--- config.mk ---
export PLATFORM = sky130hd
export DESIGN_NAME = matmul_accel
export DESIGN_NICKNAME = d
export VERILOG_FILES = /design/src/rtl/matmul_pkg.sv /design/src/rtl/matmul_accel_mac.sv /design/src/rtl/matmul_accel.sv
export SDC_FILE = /design/constraint.sdc
export NUM_CORES = 2
export LEC_CHECK = 0
export CORE_MARGIN = 8
export CORE_UTILIZATION = 55
export CTS_CLUSTER_SIZE = 10
export DETAILED_ROUTE_END_ITERATION = 8
export PLACE_DENSITY = 0.72
export SLEW_MARGIN = 40
export SYNTH_ARGS = -nofsm -noshare
export SYNTH_HDL_FRONTEND = slang
export SYNTH_HIERARCHICAL = 1
export SYNTH_SLANG_ARGS = --single-unit
export TNS_END_PERCENT = 30
--- constraint.sdc ---
create_clock -name clk -period 16.8 [get_ports clk]
set_input_delay 4.2 -clock clk [delete_from_list [all_inputs] [get_ports clk]]
set_output_delay 4.2 -clock clk [all_outputs]
set_load 0.02 [all_outputs]
--- src/rtl/matmul_pkg.sv ---
// Shared definitions for the matmul_accel bus-mapped matrix engine:
// register offsets, control/status bit positions and the FSM state type.
package matmul_pkg;

    localparam logic [11:0] OFF_CTRL   = 12'h000;
    localparam logic [11:0] OFF_STATUS = 12'h004;
    localparam logic [11:0] OFF_CYCLES = 12'h008;
    localparam logic [11:0] OFF_A_BASE = 12'h100;
    localparam logic [11:0] OFF_B_BASE = 12'h200;
    localparam logic [11:0] OFF_C_BASE = 12'h300;

    localparam int CTRL_START  = 0;
    localparam int CTRL_ACCUM  = 1;
    localparam int CTRL_IRQ_EN = 2;

    localparam int ST_BUSY = 0;
    localparam int ST_DONE = 1;

    typedef enum logic [1:0] {
        S_IDLE,
        S_MAC,
        S_WB,
        S_DONE
    } state_e;

endpackage

--- src/rtl/matmul_accel_mac.sv ---
// Combinational signed multiply-accumulate: acc + sext(a*b),
// wrapping modulo 2^ACC_W.
module matmul_mac #(
    parameter int DATA_W = 16,
    parameter int ACC_W  = 32
) (
    input  logic signed [DATA_W-1:0] a_i,
    input  logic signed [DATA_W-1:0] b_i,
    input  logic signed [ACC_W-1:0]  acc_i,
    output logic signed [ACC_W-1:0]  sum_o
);

    logic signed [2*DATA_W-1:0] prod;

    assign prod  = a_i * b_i;
    assign sum_o = acc_i + ACC_W'(prod);

endmodule

--- src/rtl/matmul_accel.sv ---
// Memory-mapped NxN signed matrix multiply engine, one MAC per cycle.
// Optional MATMUL_ACCEL_IRQ_EN adds an irq output and CTRL bit2 IRQ_EN.
module matmul_accel
    import matmul_pkg::*;
#(
    parameter int          N         = 4,
    parameter int          DATA_W    = 16,
    parameter int          ACC_W     = 32,
    parameter logic [31:0] BASE_ADDR = 32'h0200_0000
) (
    input  logic        clk,
    input  logic        resetn,
    input  logic        mem_valid,
    output logic        mem_ready,
    input  logic [31:0] mem_addr,
    input  logic [31:0] mem_wdata,
    input  logic [3:0]  mem_wstrb,
    output logic [31:0] mem_rdata
`ifdef MATMUL_ACCEL_IRQ_EN
    ,
    output logic        irq
`endif
);

    localparam int NN = N * N;
    localparam int IW = (NN > 1) ? $clog2(NN) : 1;
    localparam int CW = (N > 1) ? $clog2(N) : 1;

    logic signed [DATA_W-1:0] a_mem [NN];
    logic signed [DATA_W-1:0] b_mem [NN];
    logic signed [ACC_W-1:0]  c_mem [NN];

    state_e            state_q, state_d;
    logic [CW-1:0]     i_q, i_d, j_q, j_d, k_q, k_d;
    logic signed [ACC_W-1:0] acc_q, acc_d;
    logic              accum_q, accum_d;
    logic              done_q, done_d;
    logic [31:0]       cycles_q, cycles_d;
    logic              ready_q;
    logic [31:0]       rdata_q;
    logic              c_we;

    logic              in_win, accept, is_wr, busy;
    logic [11:0]       off;
    logic [5:0]        widx;
    logic              idx_ok;
    logic [IW-1:0]     bus_idx, a_idx, b_idx, e_idx, e_nxt;
    logic              ctrl_wr, start, st_clr, wr_a, wr_b, last;
    logic signed [ACC_W-1:0] mac_sum;
    logic [31:0]       rd_val;
    logic              irq_en_q;
    logic              unused_ok;

    assign unused_ok = ^{mem_addr[1:0], mem_wdata};

    assign off     = {mem_addr[11:2], 2'b00};
    assign widx    = mem_addr[7:2];
    assign idx_ok  = int'(widx) < NN;
    assign bus_idx = IW'(widx);

    assign in_win = mem_addr[31:12] == BASE_ADDR[31:12];
    assign accept = resetn && mem_valid && in_win && !ready_q;
    assign is_wr  = |mem_wstrb;
    assign busy   = (state_q == S_MAC) || (state_q == S_WB);

    assign ctrl_wr = accept && is_wr && (off == OFF_CTRL);
    assign start   = ctrl_wr && !busy && (state_q == S_IDLE)
                     && mem_wdata[CTRL_START];
    assign st_clr  = accept && is_wr && (off == OFF_STATUS)
                     && mem_wdata[ST_DONE];
    assign wr_a    = accept && is_wr && !busy && idx_ok
                     && (off[11:8] == OFF_A_BASE[11:8]);
    assign wr_b    = accept && is_wr && !busy && idx_ok
                     && (off[11:8] == OFF_B_BASE[11:8]);

    assign a_idx = IW'(int'(i_q) * N + int'(k_q));
    assign b_idx = IW'(int'(k_q) * N + int'(j_q));
    assign e_idx = IW'(int'(i_q) * N + int'(j_q));
    assign e_nxt = e_idx + 1'b1;
    assign last  = (i_q == CW'(N - 1)) && (j_q == CW'(N - 1));

    matmul_mac #(
        .DATA_W (DATA_W),
        .ACC_W  (ACC_W)
    ) u_mac (
        .a_i   (a_mem[a_idx]),
        .b_i   (b_mem[b_idx]),
        .acc_i (acc_q),
        .sum_o (mac_sum)
    );

    // Read-data mux for the register map and the three buffers.
    always_comb begin
        rd_val = '0;
        if (off == OFF_CTRL) begin
            rd_val[CTRL_ACCUM] = accum_q;
`ifdef MATMUL_ACCEL_IRQ_EN
            rd_val[CTRL_IRQ_EN] = irq_en_q;
`endif
        end else if (off == OFF_STATUS) begin
            rd_val[ST_BUSY] = busy;
            rd_val[ST_DONE] = done_q;
        end else if (off == OFF_CYCLES) begin
            rd_val = cycles_q;
        end else if (idx_ok) begin
            if (off[11:8] == OFF_A_BASE[11:8]) begin
                rd_val = 32'(a_mem[bus_idx]);
            end else if (off[11:8] == OFF_B_BASE[11:8]) begin
                rd_val = 32'(b_mem[bus_idx]);
            end else if (off[11:8] == OFF_C_BASE[11:8]) begin
                rd_val = 32'(c_mem[bus_idx]);
            end
        end
    end

    // Compute FSM next state and datapath updates.
    always_comb begin
        state_d  = state_q;
        i_d      = i_q;
        j_d      = j_q;
        k_d      = k_q;
        acc_d    = acc_q;
        accum_d  = accum_q;
        done_d   = done_q;
        cycles_d = cycles_q;
        c_we     = 1'b0;

        if (st_clr) begin
            done_d = 1'b0;
        end
        if (ctrl_wr && !busy) begin
            accum_d = mem_wdata[CTRL_ACCUM];
        end
        if (busy) begin
            cycles_d = cycles_q + 32'd1;
        end

        unique case (state_q)
            S_IDLE: begin
                if (start) begin
                    done_d   = 1'b0;
                    cycles_d = '0;
                    i_d      = '0;
                    j_d      = '0;
                    k_d      = '0;
                    acc_d    = mem_wdata[CTRL_ACCUM] ? c_mem[0] : '0;
                    state_d  = S_MAC;
                end
            end
            S_MAC: begin
                acc_d = mac_sum;
                if (k_q == CW'(N - 1)) begin
                    state_d = S_WB;
                end else begin
                    k_d = k_q + 1'b1;
                end
            end
            S_WB: begin
                c_we = 1'b1;
                if (last) begin
                    state_d = S_DONE;
                end else begin
                    if (j_q == CW'(N - 1)) begin
                        j_d = '0;
                        i_d = i_q + 1'b1;
                    end else begin
                        j_d = j_q + 1'b1;
                    end
                    k_d     = '0;
                    acc_d   = accum_q ? c_mem[e_nxt] : '0;
                    state_d = S_MAC;
                end
            end
            S_DONE: begin
                done_d  = 1'b1;
                state_d = S_IDLE;
            end
            default: state_d = S_IDLE;
        endcase
    end

    // FSM and datapath registers with synchronous reset.
    always_ff @(posedge clk) begin
        if (!resetn) begin
            state_q  <= S_IDLE;
            i_q      <= '0;
            j_q      <= '0;
            k_q      <= '0;
            acc_q    <= '0;
            accum_q  <= 1'b0;
            done_q   <= 1'b0;
            cycles_q <= '0;
        end else begin
            state_q  <= state_d;
            i_q      <= i_d;
            j_q      <= j_d;
            k_q      <= k_d;
            acc_q    <= acc_d;
            accum_q  <= accum_d;
            done_q   <= done_d;
            cycles_q <= cycles_d;
        end
    end

    // Bus acknowledge pulse and registered read data.
    always_ff @(posedge clk) begin
        if (!resetn) begin
            ready_q <= 1'b0;
            rdata_q <= '0;
        end else begin
            ready_q <= accept;
            rdata_q <= accept ? rd_val : '0;
        end
    end

    // Operand and result buffers; contents survive reset.
    always_ff @(posedge clk) begin
        if (wr_a) begin
            a_mem[bus_idx] <= mem_wdata[DATA_W-1:0];
        end
        if (wr_b) begin
            b_mem[bus_idx] <= mem_wdata[DATA_W-1:0];
        end
        if (c_we && resetn) begin
            c_mem[e_idx] <= acc_q;
        end
    end

`ifdef MATMUL_ACCEL_IRQ_EN
    logic irq_q;

    // Interrupt enable and registered interrupt output.
    always_ff @(posedge clk) begin
        if (!resetn) begin
            irq_en_q <= 1'b0;
            irq_q    <= 1'b0;
        end else begin
            if (ctrl_wr) begin
                irq_en_q <= mem_wdata[CTRL_IRQ_EN];
            end
            irq_q <= done_q & irq_en_q;
        end
    end

    assign irq = irq_q;
`else
    assign irq_en_q = 1'b0;
`endif

    assign mem_ready = ready_q;
    assign mem_rdata = rdata_q;

endmodule
# --- Word-level counts from Yosys, hierarchy flattened ---
# Memories as Yosys holds them, arrays and structs flattened.
# Index checks and enable logic that the tools add are counted.
totals:
  register_bits: 107
  latchBits: 0
  ramBits: 1024
  mem_bits_ro: 0
  input_bits: 71
  wordCells: 116
  memories: 3
op_classes:
  n_addsub: 9
  mul: 1
  div_mod_pow: 0
  n_lt_le_gt_ge: 1
  eq_ne: 17
  shift: 0
  n_mux: 39
  bitwise_logic: 2
  n_reduce_logical: 32
mem_list:
  columns: ["memory", "words", "word_bits", "rd", "rd_ports_with_merged_regs", "wr", "line_no", "source"]
  rows:
  - ["c_mem", 16, 32, 3, 0, 1, "matmul_accel.sv:31", "logic signed [ACC_W-1:0] c_mem [NN];"]
  - ["a_mem", 16, 16, 2, 0, 1, "matmul_accel.sv:29", "logic signed [DATA_W-1:0] a_mem [NN];"]
  - ["b_mem", 16, 16, 2, 0, 1, "matmul_accel.sv:30", "logic signed [DATA_W-1:0] b_mem [NN];"]
ops:
  columns: ["cell", "count"]
  rows:
  - ["$mux W32", 12]
  - ["$pmux W32 S3", 1]
  - ["$add A32 B1 Y32 const B", 1]
  - ["$add A32 B32 Y32", 1]
  - ["$mul A16 B16 Y32", 1]
  - ["$mux W2", 11]
  - ["$eq A20 B14 Y1 const B", 1]
  - ["$logic_and A1 B1 Y1", 16]
  - ["$add A4 B2 Y4", 3]
  - ["$logic_not A12 Y1", 1]
  - ["$eq A10 B1 Y1 const B", 1]
  - ["$eq A10 B2 Y1 const B", 1]
  - ["$eq A2 B2 Y1 const B", 5]
  - ["$mux W1", 10]
  - ["$eq A4 B2 Y1 const B", 2]
  - ["$pmux W2 S2", 2]
  - ["$pmux W2 S4", 1]
  - ["$reduce_and A4 Y1", 2]
  - ["$reduce_or A4 Y1", 2]
  - ["$add A2 B1 Y2 const B", 3]
  - ["$lt A6 B5 Y1 const B", 1]
  - ["$ne A2 B2 Y1 const B", 3]
  - ["$pmux W2 S3", 1]
  - ["$reduce_and A3 Y1", 2]
  - ["other kinds (13)", 17]

# --- Depth between registers and ports, before layout ---
depth:
  depth_word: 10
  ltp_mapped: 33

# --- Hierarchy ---
# The synthesis kept the hierarchy.
by_module_without_submodules:
  columns: ["mod", "n_inst", "cells_each", "area_per_inst_um2", "seq_area_each_um2"]
  rows:
  - ["matmul_accel", 1, 2721, 52003.6, 32891.5]
  - ["matmul_mac", 1, 1188, 10890.4, 0.0]

# --- Least setup slack after synthesis ---
# Ideal clock, no wire load.
synth_path:
  path_type: "register to register"
  start: "register j_q[0]"
  end: "register acc_q[30]"
  setup_ps: 86
  arrival_ps: 8385
  t_required_ps: 16714
  slack_ps: 8330
  stages_incl_launch_ff: 31
  n_path_buf: 4
  cell_sequence: "dfxtp_1 -> clkbuf_1 -> buf_2 -> buf_1 -> mux4_2 -> mux4_2 -> clkbuf_1 -> nand2_1 -> inv_1 -> fa_1 -> inv_1 -> fa_1 -> inv_1 -> fa_1 -> fa_1 -> fa_1 -> inv_1 -> fa_1 -> inv_1 -> ha_1 -> and4_1 -> nand2_1 -> nor3_1 -> a2111oi_2 -> nor3_1 -> or4_1 -> nand3_1 -> a21oi_1 -> o221ai_1 -> nand2_1 -> a211oi_1"
synth_between:
  elab_cells_between_ends: 14
  cone_classes: "add/sub: 4; mul: 1; eq/ne: 2; mux: 3; reduce/logical: 2; memory: 2"
synth_lines:
  columns: ["item", "line_no", "source"]
  rows:
  - ["from (decl)", "matmul_accel.sv:34", "logic [CW-1:0] i_q, i_d, j_q, j_d, k_q, k_d;"]
  - ["from (signal assigned)", "matmul_accel.sv:196", "j_q <= j_d;"]
  - ["$add A4 B2 Y4", "matmul_accel.sv:77", "assign b_idx = IW'(int'(k_q) * N + int'(j_q));"]
  - ["$mem_v2 Z16 W16", null, null]
  - ["$mul A16 B16 Y32", "matmul_accel_mac.sv:15", "assign prod = a_i * b_i;"]
  - ["$add A32 B32 Y32", "matmul_accel_mac.sv:16", "assign sum_o = acc_i + ACC_W'(prod);"]
  - ["net mac_sum[30]", "matmul_accel.sv:49", "logic signed [ACC_W-1:0] mac_sum;"]
  - ["$pmux W32 S3", "matmul_accel.sv:138", "unique case (state_q)"]
  - ["to (signal assigned)", "matmul_accel.sv:189", "acc_q <= '0;"]
  - ["to (signal assigned)", "matmul_accel.sv:198", "acc_q <= acc_d;"]
  - ["to (decl)", "matmul_accel.sv:35", "logic signed [ACC_W-1:0] acc_q, acc_d;"]
# The timed path passes the listed nets, and every way through them passes these cells. The select of a mux whose other input is x is not followed.
# A chain may end at the register's enable or synchronous reset.

# --- Final worst setup path ---
layout_path:
  start: "register j_q[0]"
  end: "register acc_q[28]"
# The elaborated chain is that of the path after synthesis.

==> flow_metrics.tcl <==
set metrics [dict create \
    r2r_setup_slack_ps 6810 \
    clockBufferDepth 3 \
    setup_tns_ps 0 \
    syn_area_sq_um 62900 \
    cts_buffers 133 \
    crit_fanout 39 \
    finalNetCount 4462 \
    final_cell_mix "edfxtp_1 (1024), mux4_2 (571), inv_1 (358), fa_1 (291), nand2_1 (230)" \
    drv_cap 0 \
    seq_area_sq_um 32900 \
    post_cts_buffers 0 \
    min_from "done_q" \
    fin_area_sq_um 69500 \
    coreArea_sq_um 114000 \
    grt_max_degree 109 \
    clock-sinks 1131 \
    dr_total_vias 37200 \
    peakVddDrop_mv 0.0951 \
    die_area_sq_um 125000 \
    status "completed" \
    rsz0062_at_grt "no" \
    cts_tree "done" \
    cp.required_ps 17410 \
    fin_crit_sh 0.594 \
    die_w_microns 354 \
    synth_nets 4384 \
    holdWs_ps 482 \
    layout_commonest_cell "edfxtp_1" \
    cp_slowest_cell "mux4_2" \
    groute.usage.overall 0.268 \
    reg2reg_depth 29 \
    grt_pass1_vias 38600 \
    cts_resized 0 \
    power_density_nw_per_um2 83.9 \
    cellLeakagePower_nw 25.5 \
    synth_seq_area_share 0.523 \
    cpMostUsedCell "fa_1" \
    antenna_found_initial 7 \
    h-tree-depth 4 \
    drive_gt1_frac 0.236 \
    fillers 8245 \
    wl_per_cell_microns 30.2 \
    synthCells 3909 \
    globalplace.congestion 0.861 \
    regToRegEndpoint "acc_q[28]" \
    drc 0 \
    multi_input_area_sq_um 27900 \
    start_util 0.552 \
    post_dp_cell_area_sq_um 65600 \
    numPortBuffers 85 \
    utilization 0.610 \
    ys_ff_latch 1131 \
    tightest_slew_ps 863 \
    worstSetupStartpoint "j_q[0]" \
    ios 104 \
    ant_nets 0 \
    hp-class "reg -> reg" \
    synth_edf_count 1024 \
    critPathCapture "acc_q[28]" \
    wl_microns 168000 \
    worstSkewPairLatency_ps 750 \
    crit_path_start_kind "flip-flop" \
    hold_buffers 0 \
    avgSynthCellArea_sq_um 16.1 \
    synth_cell_types 76 \
    synth_async_sr_flop_share 0 \
    cp.arrival_ps 10600 \
    grt_pass1_wl_microns 250000 \
    num_rows 124 \
    dieHeight_microns 354 \
    relSlewSlack 0.421 \
    cpPeakStageDelay_ps 690 \
    drtPass1Iterations 6 \
    grt-ovfl-total 0 \
    viasPerCell 6.66 \
    yosys.area.top_type_share 0.489 \
    min_period_ps 9990 \
    hold_viol_final 0 \
    syn_to_final_growth_pct 10.5 \
    fmax_mhz 100 \
    skew_ps 29.2 \
    r2r_start "j_q[0]" \
    synthDominantAreaCellType "edfxtp_1" \
    drv_slew 0 \
    ys_warn_count 6 \
    path_clk_slew_ps 60 \
    drtIter0Drc 4242 \
    crit_path_end_kind "flip-flop" \
    synthTopCellsByArea "edfxtp_1 (49%), mux4_2 (20%), fa_1 (9.3%)" \
    cts_root_buf "clkbuf_16" \
    hpwlAfterDp_microns 106000 \
    crit_type "reg -> reg" \
    ys.flop_type "edfxtp_1" \
    setup_viol 0 \
]
-- power breakdown --
group | internal, mW | total (mW) | switching (mW)
logic | 0.0664 | 0.174 | 0.107
registers | 3.04 | 3.04 | 0.00000000495
clock network | 1.49 | 2.61 | 1.12
-- synthesized netlist by cell type, types with 5 or more instances --
| library cell | number |
|---|---|
| nor2_1 | 136 |
| inv_1 | 358 |
| nor4_1 | 11 |
| nor3_1 | 26 |
| and2_1 | 127 |
| nand3_1 | 24 |
| o21ai_0 | 45 |
| xnor2_1 | 51 |
| nand2_1 | 230 |
| mux4_2 | 571 |
| a21o_1 | 14 |
| a211oi_1 | 34 |
| nand2b_1 | 14 |
| nor2b_1 | 32 |
| xor2_1 | 17 |
| buf_2 | 44 |
| a211oi_2 | 22 |
| buf_4 | 11 |
| ha_1 | 112 |
| dfxtp_1 | 107 |
| o221ai_1 | 35 |
| a21oi_1 | 115 |
| or3_1 | 5 |
| and3_1 | 24 |
| or2_2 | 8 |
| clkbuf_1 | 132 |
| mux2_2 | 8 |
| o21a_1 | 6 |
| o22ai_1 | 20 |
| fa_1 | 292 |
| edfxtp_1 | 1024 |
| buf_1 | 45 |
| nand4_1 | 11 |
| mux2i_1 | 119 |
-- logic make-up (layout without fill, tap and decap cells) --
| kind of cell | count (synthesis) | after routing | synth area share |
|---|---|---|---|
| xor+xnor | 68 | 68 | 0.00947 |
| mux | 698 | 698 | 0.225 |
| other cells | 0 | 5 | 0 |
| fa+ha+maj | 404 | 404 | 0.115 |
| buf+inv | 595 | 749 | 0.0375 |
| flops | 1131 | 1131 | 0.523 |
| simple gates | 668 | 668 | 0.0518 |
| compound gates | 345 | 345 | 0.0382 |
-- final cells by class --
type,instances,share of cell area
Timing Repair Buffer,179,0.0233
Antenna cell,5,0.000180
Sequential cell,1131,0.473
Multi-Input combinational cell,2183,0.401
Clock inverter,19,0.00360
Inverter,359,0.0194
Clock buffer,192,0.0520
Tap cell,1512,0.0272
-- flip-flops by register name, indices dropped and copies added, names as in the netlist --
name	count
a_mem	256
cycles_q	32
done_q	1
mem_rdata	32
state_q	2
b_mem	256
accum_q	1
j_q	2
acc_q	32
i_q	2
c_mem	512
mem_ready	1
k_q	2
-- through the flow --
stage          worst slack (ps)  std cells  power (mW)
2_1_floorplan              8330       3909        3.21
3_3_place_gp               6610       5355        3.27
3_5_place_dp               6680       5362        3.27
4_1_cts                    6650       5573        5.85
5_1_grt                    6270       5575        5.96
6_report                   6810       5580        5.83
-- worst max-delay path: cells and delay by family (launching register included) --
| kind | cells | cell delay, ps |
|---|---|---|
| AO/OA/AOI/OAI | 10 | 2490 |
| XOR/XNOR | 1 | 80 |
| adder cells (fa/ha/maj) | 7 | 3520 |
| buffers and inverters | 7 | 1430 |
| flip-flops | 1 | 660 |
| multiplexers | 2 | 1260 |
| AND/OR/NAND/NOR | 2 | 310 |
-- worst min-delay path by stage --
stage / to / cells past startpoint
floorplan: mem_rdata[31] / 2
global placement: done_q / 2
detailed placement: mem_rdata[25] / 2
CTS: mem_rdata[25] / 2
global route: done_q / 2
finish: done_q / 2
-- routing by layer --
metal	GRT usage	share of wire
met1	0.365	0.37
met2	0.430	0.48
met3	0.0616	0.11
met4	0.0924	0.035
met5	0	0.00034
(Power assumes the default switching activity.)
